<file path="src/rtl/adc_scan_scheduler.sv">
// adc_scan_scheduler: prescaled channel scan sequencer for a 12-bit SPI ADC.
// Build macro ADC_AVG_EN: when defined, sample_data is a 4-deep per-channel
// moving average instead of the raw conversion result.
//
// Handshakes: spi_start is a one-cycle request raised only while spi_busy is
// low; spi_channel is held from that cycle until spi_done (one-cycle pulse,
// spi_data valid in the same cycle) or a timeout. sample_valid and scan_done
// are one-cycle pulses with no back-pressure; sample_ch/sample_data hold
// their last values between pulses.
module adc_scan_scheduler #(
    parameter int CLK_DIV = 1000,
    parameter int NUM_CH  = 4,
    parameter int CH_W    = 2,
    parameter int DATA_W  = 12,
    parameter int TIMEOUT = 255
) (
    input  logic              clk,
    input  logic              rst_n,
    input  logic              ena,
    input  logic [NUM_CH-1:0] ch_mask,
    input  logic              err_clr,
    output logic              spi_start,
    output logic [CH_W-1:0]   spi_channel,
    input  logic              spi_busy,
    input  logic              spi_done,
    input  logic [DATA_W-1:0] spi_data,
    output logic              sample_valid,
    output logic [CH_W-1:0]   sample_ch,
    output logic [DATA_W-1:0] sample_data,
    output logic              scan_done,
    output logic              overrun_err,
    output logic              timeout_err
);

    localparam int DIV_W = $clog2(CLK_DIV);
    localparam int TO_W  = $clog2(TIMEOUT + 1);
    // The start cycle counts as the first waited cycle, so the last WAIT_DONE
    // cycle is reached when the counter (cleared at start) hits TIMEOUT-2.
    localparam logic [TO_W-1:0] TO_LAST = TO_W'(TIMEOUT - 2);

    typedef enum logic [2:0] {
        IDLE      = 3'd0,
        ISSUE     = 3'd1,
        WAIT_DONE = 3'd2,
        NEXT      = 3'd3,
        FINISH    = 3'd4
    } state_t;

    state_t              state, state_nxt;
    logic [DIV_W-1:0]    div_cnt;
    logic                tick;
    logic [NUM_CH-1:0]   snap;
    logic [TO_W-1:0]     to_cnt;
    logic [CH_W-1:0]     first_ch, next_ch;
    logic                next_found;
    logic                scan_load, step, capture, to_fire, finish;
    logic [DATA_W-1:0]   sample_next;

    assign tick = ena && (div_cnt == DIV_W'(CLK_DIV - 1));

    // Prescaler: free-running 0..CLK_DIV-1 while enabled, parked at 0 otherwise.
    always_ff @(posedge clk or negedge rst_n) begin
        if (!rst_n)       div_cnt <= '0;
        else if (!ena)    div_cnt <= '0;
        else if (tick)    div_cnt <= '0;
        else              div_cnt <= div_cnt + DIV_W'(1);
    end

    // Lowest set bit of the live mask selects the first channel of a scan.
    always_comb begin
        first_ch = '0;
        for (int i = NUM_CH - 1; i >= 0; i--)
            if (ch_mask[i]) first_ch = CH_W'(i);
    end

    // Lowest snapshot bit above the current channel selects the next one.
    always_comb begin
        next_ch    = '0;
        next_found = 1'b0;
        for (int i = NUM_CH - 1; i >= 0; i--)
            if (snap[i] && (i > int'(spi_channel))) begin
                next_ch    = CH_W'(i);
                next_found = 1'b1;
            end
    end

    // FSM state register.
    always_ff @(posedge clk or negedge rst_n) begin
        if (!rst_n) state <= IDLE;
        else        state <= state_nxt;
    end

    // FSM next-state and control strobes.
    always_comb begin
        state_nxt = state;
        spi_start = 1'b0;
        scan_load = 1'b0;
        step      = 1'b0;
        capture   = 1'b0;
        to_fire   = 1'b0;
        finish    = 1'b0;
        case (state)
            IDLE: begin
                if (tick && (|ch_mask)) begin
                    scan_load = 1'b1;
                    state_nxt = ISSUE;
                end
            end
            ISSUE: begin
                if (!ena) begin
                    state_nxt = IDLE;
                end else if (!spi_busy) begin
                    spi_start = 1'b1;
                    state_nxt = WAIT_DONE;
                end
            end
            WAIT_DONE: begin
                if (spi_done) begin
                    capture   = 1'b1;
                    state_nxt = NEXT;
                end else if (to_cnt == TO_LAST) begin
                    to_fire   = 1'b1;
                    state_nxt = NEXT;
                end
            end
            NEXT: begin
                if (!ena) begin
                    state_nxt = IDLE;
                end else if (next_found) begin
                    step      = 1'b1;
                    state_nxt = ISSUE;
                end else begin
                    state_nxt = FINISH;
                end
            end
            FINISH: begin
                finish    = 1'b1;
                state_nxt = IDLE;
            end
            default: state_nxt = IDLE;
        endcase
    end

    // Scan datapath: snapshot, channel select, timeout counter, sample and flags.
    always_ff @(posedge clk or negedge rst_n) begin
        if (!rst_n) begin
            snap         <= '0;
            spi_channel  <= '0;
            to_cnt       <= '0;
            sample_valid <= 1'b0;
            sample_ch    <= '0;
            sample_data  <= '0;
            scan_done    <= 1'b0;
            overrun_err  <= 1'b0;
            timeout_err  <= 1'b0;
        end else begin
            sample_valid <= capture;
            scan_done    <= finish;
            if (scan_load) begin
                snap        <= ch_mask;
                spi_channel <= first_ch;
            end else if (step) begin
                spi_channel <= next_ch;
            end
            if (spi_start)               to_cnt <= '0;
            else if (state == WAIT_DONE) to_cnt <= to_cnt + TO_W'(1);
            if (capture) begin
                sample_ch   <= spi_channel;
                sample_data <= sample_next;
            end
            if (tick && (state != IDLE)) overrun_err <= 1'b1;
            else if (err_clr)            overrun_err <= 1'b0;
            if (to_fire)                 timeout_err <= 1'b1;
            else if (err_clr)            timeout_err <= 1'b0;
        end
    end

`ifdef ADC_AVG_EN
    logic [DATA_W-1:0] hist [NUM_CH][4];
    logic [DATA_W+1:0] sum  [NUM_CH];
    logic [DATA_W+1:0] sum_new;

    // Running sum drops the oldest entry and adds the incoming result.
    assign sum_new     = sum[spi_channel] - {2'b00, hist[spi_channel][3]} + {2'b00, spi_data};
    assign sample_next = sum_new[DATA_W+1:2];

    // Per-channel history, advanced only on an accepted conversion.
    always_ff @(posedge clk or negedge rst_n) begin
        if (!rst_n) begin
            for (int c = 0; c < NUM_CH; c++) begin
                sum[c] <= '0;
                for (int k = 0; k < 4; k++) hist[c][k] <= '0;
            end
        end else if (capture) begin
            hist[spi_channel][0] <= spi_data;
            hist[spi_channel][1] <= hist[spi_channel][0];
            hist[spi_channel][2] <= hist[spi_channel][1];
            hist[spi_channel][3] <= hist[spi_channel][2];
            sum[spi_channel]     <= sum_new;
        end
    end
`else
    assign sample_next = spi_data;
`endif

endmodule
</file>
<file path="config.mk">
export PLATFORM = sky130hd
export DESIGN_NAME = adc_scan_scheduler
export DESIGN_NICKNAME = d
export VERILOG_FILES = /design/src/rtl/adc_scan_scheduler.sv
export SDC_FILE = /design/constraint.sdc
export NUM_CORES = 1
export LEC_CHECK = 0
export ABC_AREA = 1
export CAP_MARGIN = 15
export CORE_AREA = 2 2 68 70
export CTS_CLUSTER_DIAMETER = 50
export DETAILED_ROUTE_END_ITERATION = 7
export DIE_AREA = 0 0 70 72
export PLACE_DENSITY = 0.75
export SETUP_SLACK_MARGIN = 0.2
export SYNTH_ARGS = -nofsm -noshare
export SYNTH_HDL_FRONTEND = slang
export SYNTH_SLANG_ARGS = --single-unit
</file>
<file path="constraint.sdc">
create_clock -name clk -period 1.56 [get_ports clk]
set_input_delay 0.468 -clock clk [delete_from_list [all_inputs] [get_ports clk]]
set_output_delay 0.468 -clock clk [all_outputs]
set_load 0.01 [all_outputs]
</file>
==> results.sh <==
export IMPL_synth_top_area_cell="dfrtp_1"
export IMPL_critPathCaptureType="output pin"
export IMPL_grt_pass1_vias=1951
export IMPL_cp_max_fo=2
export IMPL_p_switching_mw=1.30
export IMPL_area_growth_pct=50.8
export IMPL_power_frac_comb_pct=38.9
export IMPL_worstPathArrival_ps=1180
export IMPL_via_per_inst=5.19
export IMPL_status="finished with violations"
export IMPL_critPathLaunch="state[1]$_DFFE_PN0P_"
export IMPL_worstPathRequired_ps=1090
export IMPL_gp_routability_congestion=0.783
export IMPL_fmax_mhz=608
export IMPL_critical_path_class="flop to output pin"
export IMPL_h_tree_depth=2
export IMPL_timing_rr_start="state[1]$_DFFE_PN0P_"
export IMPL_fin_nets=361
export IMPL_hold_buffers=0
export IMPL_grt_first_pass_wirelength_mm=8.52
export IMPL_grt_max_degree=45
export IMPL_finClkSkew_ps=4.84
export IMPL_setup_ws_ps=-85.4
export IMPL_wl_mm=5.29
export IMPL_min_period_over_period_pct=105
export IMPL_worstSkewPairLatency_ps=290
export IMPL_num_io_pins=43
export IMPL_start_kind="flop"
export IMPL_pwr_share_clk_pct=19.6
export IMPL_max_slew_worst_pin_slew_ps=278
export IMPL_synth_cell_types=26
export IMPL_netlist_area_leader_share_pct=53.8
export IMPL_p_per_area_mw_per_mm2=1210
export IMPL_synth_seq_cells=44
export IMPL_die_area_mm2=0.00504
export IMPL_fp_dieH_um=72
export IMPL_finalNonFillerCells=389
export IMPL_p_leak_nw=1.57
export IMPL_r2r_end="to_cnt[6]$_DFFE_PN0P_"
export IMPL_grt_usage_pct=21.2
export IMPL_swShare_pct=34.9
export IMPL_cts_sinks=44
export IMPL_hp_class="primary input to async pin"
export IMPL_gr_total_overflow=0
export IMPL_power_frac_seq_pct=41.5
export IMPL_critPathCapture="spi_start"
export IMPL_setup_viol=1
export IMPL_drv_cap=0
export IMPL_core_mm2=0.00426
export IMPL_synth_ff_type="dfrtp_1"
export IMPL_nFillCells=323
export IMPL_syn_area_mm2=0.00205
export IMPL_ys_seq_area_share_pct=53.8
export IMPL_port_buffers=42
export IMPL_synth_edf_count=0
export IMPL_ir_worst_vdd_v=0.000804
export IMPL_postSynthNetCount=271
export IMPL_yosys_warnings=0
export IMPL_row_count=24
export IMPL_async_flop_share_pct=100
export IMPL_postSynthCellCount=246
export IMPL_reg2reg_depth=10
export IMPL_cts_root_buf="clkbuf_8"
export IMPL_cts_buffers=5
export IMPL_synth_commonest_cells="nand2_1 (81), dfrtp_1 (44), inv_1 (29)"
export IMPL_grt_setup_unrepaired="yes"
export IMPL_dpl_cell_count=357
export IMPL_place_hpwl_mm=3.24
export IMPL_relSlewSlack_pct=81.3
export IMPL_drc_errors=0
export IMPL_synth_area_leaders="dfrtp_1 (54%), nand2_1 (15%), inv_1 (5.3%)"
export IMPL_final_min_clock_period_ps=1650
export IMPL_cts_tree="yes"
export IMPL_antenna_left=0
export IMPL_violations="setup timing"
export IMPL_synth_most_common_cell="nand2_1"
export IMPL_final_max_slew_viol_count=0
export IMPL_antenna_found_initial=0
export IMPL_p_int_mw=2.42
export IMPL_layout_drive_gt1_share_pct=38.0
export IMPL_drt_iter0_drc=112
export IMPL_final_util_pct=72.4
export IMPL_initial_core_util_pct=48.0
export IMPL_n_antenna_cell=0
export IMPL_clock_path_buffers=2
export IMPL_syn_area_per_cell_um2=8.33
export IMPL_via_count=2017
export IMPL_hold_violations=0
export IMPL_clkTransAtPathRegs_ps=80
export IMPL_wl_per_cell_um=13.6
export IMPL_die_x_um=70
export IMPL_dr_pass1_iters=4
export IMPL_r2r_slack_ps=10
-- logic make-up (layout without fill, tap and decap cells) --
logic type | count (synthesis) | in the layout | synth area share [%]
buffers and inverters | 33 | 123 | 6.60
AOI/OAI and AO/OA | 24 | 24 | 6.29
and+or+nand+nor | 138 | 139 | 29.8
xor gates and xnor gates | 4 | 4 | 1.71
adders and majority gates | 3 | 3 | 1.83
DFF | 44 | 44 | 53.8
-- registers in the layout (all words and copies together) (netlist names), 2 cells and up --
register	count
div_cnt	10
sample_ch	2
sample_data	12
snap	3
spi_channel	2
state	3
to_cnt	8
-- worst min path at each step --
stage | start | endpoint | depth (start not counted)
finish | rst_n | snap[2]$_DFFE_PN0P_ | 2
global route | rst_n | div_cnt[4]$_DFF_PN0_ | 2
CTS | rst_n | snap[2]$_DFFE_PN0P_ | 2
detailed placement | sample_data[9]$_DFFE_PN0P_ | sample_data[9]$_DFFE_PN0P_ | 2
global placement | div_cnt[0]$_DFF_PN0_ | div_cnt[0]$_DFF_PN0_ | 1
floorplan | rst_n | div_cnt[0]$_DFF_PN0_ | 0
-- layout by cell type (no fill, tap or decap), types with 8 or more instances in the layout --
cell,instances
nand3_1,8
nor2_1,14
buf_2,20
nor2_4,8
nand2_2,18
clkdlybuf4s50_1,18
buf_6,9
buf_4,32
inv_1,24
dfrtp_1,44
nand2_1,61
-- worst max-delay path: stages (launching register included) --
cell     delay, ps
dfrtp_1        430
nor3_4         220
nand2_2         90
inv_2           70
buf_6           90
-- power by group through the flow --
stage	Sequential (mW)	Clock (mW)	Combinational, mW
2_1_floorplan	1.63	0	0.479
3_3_place_gp	1.53	0	1.19
3_5_place_dp	1.55	0	1.22
4_1_cts	1.52	0.745	1.30
5_1_grt	1.57	0.785	1.59
6_report	1.54	0.729	1.45
-- routing by layer --
metal	track usage (%)	up-vias	wire length, um
met5	0	-	0
met4	9.19	0	109
met3	4.86	8	304
met2	38.0	74	2810
met1	24.5	970	2070
li1	-	965	-
-- through the flow --
step / setup slack, ps / setup TNS (ps) / cell area (um^2) / hold slack (ps) / total power, mW
floorplan: 212 / 0 / 2070 / 172 / 2.11
global placement: -836 / -7970 / 2690 / 451 / 2.73
detailed placement: -834 / -8450 / 2690 / 459 / 2.77
CTS: -30.8 / -30.8 / 2930 / 149 / 3.57
global route: -109 / -487 / 3090 / 160 / 3.94
finish: -85.4 / -85.4 / 3090 / 143 / 3.72
-- what timing repair did --
action,in CTS,in global routing
setup endpoints to repair,55,39
gates resized for setup,127,34
buffers inserted,14,8
endpoints found under the hold margin,0,0
gates cloned,1,1
pin swaps,25,14
-- cell type report --
type                       count  area, um^2  area share (%)
timing repair inverter         1        6.26           0.203
sequential                    44        1100            35.7
tap                           52        65.1            2.11
clock inverter                 2        10.0           0.324
multi-input combinational    170        1030            33.3
timing repair buffer          83         667            21.6
clock buffer                   6        82.6            2.67
inverter                      31         126            4.09
Note: power is estimated with default switching activity, not from simulation.
